`config.mk`:
```
export PLATFORM = sky130hd
export DESIGN_NAME = switch_merge
export DESIGN_NICKNAME = d
export VERILOG_FILES = /design/src/rtl/switch_merge.sv
export SDC_FILE = /design/constraint.sdc
export NUM_CORES = 1
export LEC_CHECK = 0
export CORE_MARGIN = 2
export CORE_UTILIZATION = 57
export CTS_CLUSTER_SIZE = 10
export DETAILED_ROUTE_END_ITERATION = 10
export GPL_TIMING_DRIVEN = 0
export PLACE_DENSITY = 0.8
export REMOVE_ABC_BUFFERS = 1
export SLEW_MARGIN = 25
export SYNTH_ARGS = -nofsm -noshare
export SYNTH_HDL_FRONTEND = slang
export SYNTH_SLANG_ARGS = --single-unit
```
`constraint.sdc`:
```
create_clock -name clk -period 4.14 [get_ports clk]
set_input_delay 0.621 -clock clk [delete_from_list [all_inputs] [get_ports clk]]
set_output_delay 0.621 -clock clk [all_outputs]
set_load 0.01 [all_outputs]
```
`src/rtl/switch_merge.sv`:
```
// switch_merge: two-to-one merge for the address-routed switch fabric return path.
// Port A and port B beats are each buffered in their own FIFO and forwarded onto a
// single registered valid/ready stream using round-robin arbitration (reset favours A).
// Per-port order is preserved.
//
// Optional feature macro: SWITCH_MERGE_ADDR_CHECK_EN
//   defined   : port-A beats with addr_a > ADDR_DIV and port-B beats with
//               addr_b <= ADDR_DIV are accepted but discarded, and counted in the
//               saturating drop_cnt.
//   undefined : every accepted beat is forwarded and drop_cnt is tied to 0.
module switch_merge #(
  parameter int          ADDR_WIDTH = 8,
  parameter int          DATA_WIDTH = 16,
  parameter int          FIFO_DEPTH = 4,
  parameter int unsigned ADDR_DIV   = 32'h3F
) (
  input  logic                  clk,
  input  logic                  rstn,
  input  logic                  vld_a,
  input  logic [ADDR_WIDTH-1:0] addr_a,
  input  logic [DATA_WIDTH-1:0] data_a,
  output logic                  rdy_a,
  input  logic                  vld_b,
  input  logic [ADDR_WIDTH-1:0] addr_b,
  input  logic [DATA_WIDTH-1:0] data_b,
  output logic                  rdy_b,
  output logic                  vld,
  output logic [ADDR_WIDTH-1:0] addr,
  output logic [DATA_WIDTH-1:0] data,
  input  logic                  rdy,
  output logic [7:0]            drop_cnt
);

  localparam int AW = $clog2(FIFO_DEPTH);
  localparam int EW = ADDR_WIDTH + DATA_WIDTH;
  localparam int PA = 0;
  localparam int PB = 1;

  // Elaboration-time parameter sanity checks.
  if (FIFO_DEPTH < 2 || (FIFO_DEPTH & (FIFO_DEPTH - 1)) != 0) begin : g_bad_depth
    $error("switch_merge: FIFO_DEPTH must be a power of two >= 2");
  end
  if (ADDR_WIDTH < 32 && ADDR_DIV >= (32'd1 << ADDR_WIDTH)) begin : g_bad_div
    $error("switch_merge: ADDR_DIV does not fit in ADDR_WIDTH");
  end

  logic                  en_q, en_d;
  logic [AW:0]           wr_ptr_q [2];
  logic [AW:0]           wr_ptr_d [2];
  logic [AW:0]           rd_ptr_q [2];
  logic [AW:0]           rd_ptr_d [2];
  logic [EW-1:0]         mem_q [2][FIFO_DEPTH];
  logic [EW-1:0]         in_beat [2];
  logic [EW-1:0]         head [2];
  logic [1:0]            in_vld, in_acc, drop, push, pop, full, empty;
  logic                  rr_q, rr_d;      // 0: A has priority, 1: B has priority
  logic                  vld_q, vld_d;
  logic [ADDR_WIDTH-1:0] addr_q, addr_d;
  logic [DATA_WIDTH-1:0] data_q, data_d;
  logic                  load, any_avail, grant_b;

  // Ready-enable goes high on the first edge after reset release and stays there.
  assign en_d = 1'b1;

  // FIFO status and head-of-queue lookup, from registered pointers only.
  always_comb begin
    in_vld      = {vld_b, vld_a};
    in_beat[PA] = {addr_a, data_a};
    in_beat[PB] = {addr_b, data_b};
    for (int i = 0; i < 2; i++) begin
      full[i]  = (wr_ptr_q[i][AW-1:0] == rd_ptr_q[i][AW-1:0]) &&
                 (wr_ptr_q[i][AW] != rd_ptr_q[i][AW]);
      empty[i] = (wr_ptr_q[i] == rd_ptr_q[i]);
      head[i]  = mem_q[i][rd_ptr_q[i][AW-1:0]];
    end
  end

  // A full FIFO refuses beats even when it is being popped this cycle, which keeps
  // rdy_X purely registered.
  assign rdy_a  = en_q && !full[PA];
  assign rdy_b  = en_q && !full[PB];
  assign in_acc = in_vld & {rdy_b, rdy_a};

`ifdef SWITCH_MERGE_ADDR_CHECK_EN
  localparam logic [ADDR_WIDTH-1:0] DIV = ADDR_WIDTH'(ADDR_DIV);

  logic [7:0] drop_cnt_q, drop_cnt_d;
  logic [8:0] drop_sum;

  // A beat landing on the wrong side of the address split completes its handshake but is discarded.
  assign drop = {in_acc[PB] && (addr_b <= DIV), in_acc[PA] && (addr_a > DIV)};

  // Drop counter adds up to two per cycle and sticks at 8'hFF.
  always_comb begin
    drop_sum   = {1'b0, drop_cnt_q} + {8'd0, drop[PA]} + {8'd0, drop[PB]};
    drop_cnt_d = drop_sum[8] ? 8'hFF : drop_sum[7:0];
  end

  // Drop counter register.
  always_ff @(posedge clk or negedge rstn) begin
    if (!rstn) drop_cnt_q <= 8'h00;
    else       drop_cnt_q <= drop_cnt_d;
  end

  assign drop_cnt = drop_cnt_q;
`else
  assign drop     = 2'b00;
  assign drop_cnt = 8'h00;
`endif

  assign push = in_acc & ~drop;

  // Round-robin arbitration into the output register plus FIFO pointer advance.
  always_comb begin
    load      = !vld_q || rdy;
    any_avail = !(empty[PA] && empty[PB]);
    if (!empty[PA] && !empty[PB]) grant_b = rr_q;
    else                          grant_b = empty[PA];
    pop    = 2'b00;
    rr_d   = rr_q;
    vld_d  = vld_q;
    addr_d = addr_q;
    data_d = data_q;
    if (load) begin
      vld_d = any_avail;
      if (any_avail) begin
        pop              = grant_b ? 2'b10 : 2'b01;
        {addr_d, data_d} = head[grant_b];
        rr_d             = !grant_b;
      end
    end
    for (int i = 0; i < 2; i++) begin
      wr_ptr_d[i] = wr_ptr_q[i] + {{AW{1'b0}}, push[i]};
      rd_ptr_d[i] = rd_ptr_q[i] + {{AW{1'b0}}, pop[i]};
    end
  end

  // Control state and output register; reset discards anything in flight.
  always_ff @(posedge clk or negedge rstn) begin
    if (!rstn) begin
      en_q         <= 1'b0;
      rr_q         <= 1'b0;
      vld_q        <= 1'b0;
      addr_q       <= '0;
      data_q       <= '0;
      wr_ptr_q[PA] <= '0;
      wr_ptr_q[PB] <= '0;
      rd_ptr_q[PA] <= '0;
      rd_ptr_q[PB] <= '0;
    end else begin
      en_q         <= en_d;
      rr_q         <= rr_d;
      vld_q        <= vld_d;
      addr_q       <= addr_d;
      data_q       <= data_d;
      wr_ptr_q[PA] <= wr_ptr_d[PA];
      wr_ptr_q[PB] <= wr_ptr_d[PB];
      rd_ptr_q[PA] <= rd_ptr_d[PA];
      rd_ptr_q[PB] <= rd_ptr_d[PB];
    end
  end

  // FIFO storage; contents are only meaningful between the pointers, so no reset.
  always_ff @(posedge clk) begin
    if (push[PA]) mem_q[PA][wr_ptr_q[PA][AW-1:0]] <= in_beat[PA];
    if (push[PB]) mem_q[PB][wr_ptr_q[PB][AW-1:0]] <= in_beat[PB];
  end

  assign vld  = vld_q;
  assign addr = addr_q;
  assign data = data_q;

endmodule

```
==> summary.txt <==
Critical path
  – Critical path capture point type: output pin
  – Register-to-register path setup slack: 1.43 ns
  – Worst Path Class, Setup: reg -> out
  – Worst-path fanout max: 26
  – Worst-path cell chain: xnor2_1 > a31oi_1 > clkdlybuf4s50_1
  – Worst Setup Start Kind: register
  – Family of cells with the greatest summed delay on the critical path: flip-flops
  – Count of buffering cells on the critical path with inverters included: 1
  – Endpoint required time on the critical path: 3.52 ns
  – Critical path's largest stage delay: 0.81 ns
  – Arrival time of data at the critical path endpoint: 2.40 ns
  – Slowest library cell on the worst path: sky130_fd_sc_hd__dfrtp_2

Logic synthesis
  – Count of mapped cells out of synthesis: 427
  – Count of unique library cells instantiated by Yosys: 35
  – Biggest area contributors in the synthesized netlist: sky130_fd_sc_hd__edfxtp_1, sky130_fd_sc_hd__dfrtp_1, sky130_fd_sc_hd__mux4_2
  – Count of flip-flops with a built-in enable after synthesis: 192
  – Top cell types by occurrence after synthesis: sky130_fd_sc_hd__edfxtp_1, sky130_fd_sc_hd__nand2_1, sky130_fd_sc_hd__dfrtp_1
  – Area of the mapped netlist: 9030 sq um
  – Main synth FF type: sky130_fd_sc_hd__edfxtp_1
  – Share of the yosys chip area belonging to registers: 74.7%
  – Library cell with the largest summed area after synthesis: sky130_fd_sc_hd__edfxtp_1
  – Number of register bits inferred by synthesis: 231
  – Syn avg cell area: 21.1 sq um
  – Fraction of synthesis flops using an asynchronous set or reset pin: 16.9%
  – Warnings from Yosys: 0
  – Synth top area share: 63.9%
  – Most frequent cell after synthesis: sky130_fd_sc_hd__edfxtp_1

Final layout
  – Core occupancy in the finished layout: 69.4%
  – Number of filler cells placed in the layout: 965
  – Number of antenna diodes: 0
  – Layout cell share with drive strength beyond 1: 18.1%
  – Number of nets in the layout: 591
  – Layout Area Growth over Synthesis: 20.4%

GRT
  – Met2 Track Usage GR: 37.6%
  – GRT Max-Usage Layer: met2
  – Met1 Use GR: 26.8%
  – Global-route wire length before repair: 26,000 um
  – Total congestion overflow: 0
  – Number of antenna violations at the first check in global routing: 0
  – Overall global routing resource usage: 21.2%
  – Pin count of the biggest net entering global routing: 28
  – Via count of the first global-routing pass: 4,610
  – Met3 Use GR: 4.02%

STA
  – Fin worst setup slack: 1.12 ns
  – Fin. Hold Viols: 0
  – Shortest period the worst path allows: 3.02 ns
  – Fin Setup TNS: 0 ns
  – Number of pins with negative max-slew slack in the final report: 0
  – Skew final: 0.0115 ns
  – Worst slew margin relative to its limit: 39.6%
  – Unrepaired setup endpoints after global routing: false
  – Slew @ Worst Pin: 0.903 ns
  – Final worst path period share: 72.9%
  – Timing-limited maximum frequency: 331 MHz
  – Final setup fails: 0

Clocking
  – Worst-skew pair later-pin latency: 0.52 ns
  – # H-tree levels: 1
  – Clock edge transition at the registers on the reported setup and hold paths: 0.06 ns
  – Quantity of gates resized following cts: 0
  – Clock tree from TritonCTS: yes
  – CTS sink count: 231
  – Num CTS Buffers: 27
  – Worst-case clock buffer depth: 3
  – Hold bufs inserted after CTS: 0
  – CTS root buf: sky130_fd_sc_hd__clkbuf_16
  – Setup fix buffers added after clock tree synthesis: 0

Route
  – Total detailed-routing wirelength: 17,400 um
  – Final routed DRC violation total: 0
  – Number of optimization iterations in the first detailed-route pass: 5
  – Mean routed wirelength per cell: 22.7 um
  – Via/cell ratio: 5.65
  – Initial DRC count: 395
  – Remaining antenna violation count: 0
  – DR vias: 4,334

Die
  – Top-Level Pins: 88
  – DIE WIDTH: 130 um
  – Area of the core: 15,700 sq um
  – Number of placement rows: 46
  – Starting density of the core: 57.7%
  – Die footprint: 16,900 sq um
  – Overall die height: 130 um

Place
  – Post-DP HPWL: 11,100 um
  – Count of port buffers added during placement: 79
  – Worst slack at placement: 1.41 ns
  – Final weighted congestion in routability-driven placement: 0.702

Pwr
  – Share of total power in combinational logic: 28.3%
  – Leak: 3.84 nW
  – Peak supply drop: 0.000481 V
  – Switching power summed over all nets: 0.00222 W
  – Fraction of power consumed by sequential logic: 44.5%
  – Share of total power consumed by net switching: 29.3%
  – Power share of the clock group: 27.3%
  – Power, Total: 0.00756 W
  – Int Power: 0.00535 W
  – Power Dens Cells: 696 nW/um^2

Worst hold path
  – Worst min-delay path category: in -> async

Run status
  – Result of the run: complete, no violations

Job
  – Maximum capacitance violations: 0
[cell type report]
class / instances / area, sq um / area share (%)
repair buffers: 93 / 1010 / 9.27
inverters: 3 / 11.3 / 0.104
well taps: 216 / 270 / 2.49
clock buffers: 48 / 754 / 6.94
multi-input cells: 174 / 2060 / 18.9
clock inverters: 2 / 17.5 / 0.161
flip-flops and latches: 231 / 6750 / 62.1
[stage by stage]
stage / cell area (sq um) / std cells / hold WS, ns
floorplan: 8770 / 408 / 0.325
global placement: 9840 / 703 / 0.450
detailed placement: 10100 / 717 / 0.456
CTS: 10900 / 767 / 0.0337
global route: 10900 / 767 / 0.0661
finish: 10900 / 767 / 0.0411
[layer usage]
metal  up-vias  wire length [um]  share of wire, %
met5         -                 0                 0
met4         0               413               2.4
met3        35               899               5.2
met2       145              9300                53
met1      2236              6840                39
li1       1918                 -                 -
[power groups by stage]
stage | clock (W) | combinational, W | sequential (W)
after floorplan | 0 | 0.00122 | 0.00338
after global placement | 0 | 0.00185 | 0.00346
after detailed placement | 0 | 0.00215 | 0.00341
after CTS | 0.00210 | 0.00217 | 0.00338
after global routing | 0.00220 | 0.00230 | 0.00341
final | 0.00206 | 0.00214 | 0.00336
[cell families after synthesis]
| logic type | after synthesis | share of synthesized area, % |
|---|---|---|
| mux | 50 | 12.9 |
| other cells | 2 | 0.0832 |
| fa+ha+maj | 8 | 1.11 |
| simple gates | 65 | 3.22 |
| flops | 231 | 74.7 |
| buf+inv | 29 | 3.20 |
| xor+xnor | 11 | 1.48 |
| compound gates | 31 | 3.27 |
[final timing paths]
path / from / end / depth (start not counted)
worst max register to register: rd_ptr_q[4]$_DFF_PN0_ / mem_q[0][59]$_DFFE_PP_ / 6
min in group clk: data[6]$_DFFE_PN0P_ / data[6]$_DFFE_PN0P_ / 2
max in group asynchronous: rstn / rd_ptr_q[4]$_DFF_PN0_ / 2
worst min register to register: data[6]$_DFFE_PN0P_ / data[6]$_DFFE_PN0P_ / 2
worst max-delay path: rd_ptr_q[4]$_DFF_PN0_ / rdy_a / 3
worst min-delay path: rstn / data[6]$_DFFE_PN0P_ / 1
[layout by cell type (no fill, tap or decap), types with 6 or more instances in the layout]
master / count
sky130_fd_sc_hd__dfrtp_1: 35
sky130_fd_sc_hd__mux4_1: 18
sky130_fd_sc_hd__nand2_1: 51
sky130_fd_sc_hd__xor2_1: 6
sky130_fd_sc_hd__ha_1: 8
sky130_fd_sc_hd__clkbuf_1: 21
sky130_fd_sc_hd__edfxtp_1: 192
sky130_fd_sc_hd__clkbuf_16: 27
sky130_fd_sc_hd__clkdlybuf4s50_1: 78
sky130_fd_sc_hd__a22oi_1: 15
sky130_fd_sc_hd__buf_4: 6
sky130_fd_sc_hd__mux4_2: 30
sky130_fd_sc_hd__a22oi_2: 7
sky130_fd_sc_hd__conb_1: 9
[registers in the layout, summed over array words and instances, names as in the netlist]
register / cells
addr: 8
data: 16
en_q: 1
mem_q: 192
rd_ptr_q: 6
rr_q: 1
vld: 1
wr_ptr_q: 6
[worst reg2reg max path, delay by kind of cell (launching register included)]
kind | cells | cell delay (ns)
AOI/OAI and AO/OA | 1 | 0.27
buffers and inverters | 2 | 0.48
DFF | 1 | 0.81
and+or+nand+nor | 2 | 0.62
xor gates and xnor gates | 1 | 0.23
(Power assumes the default switching activity.)
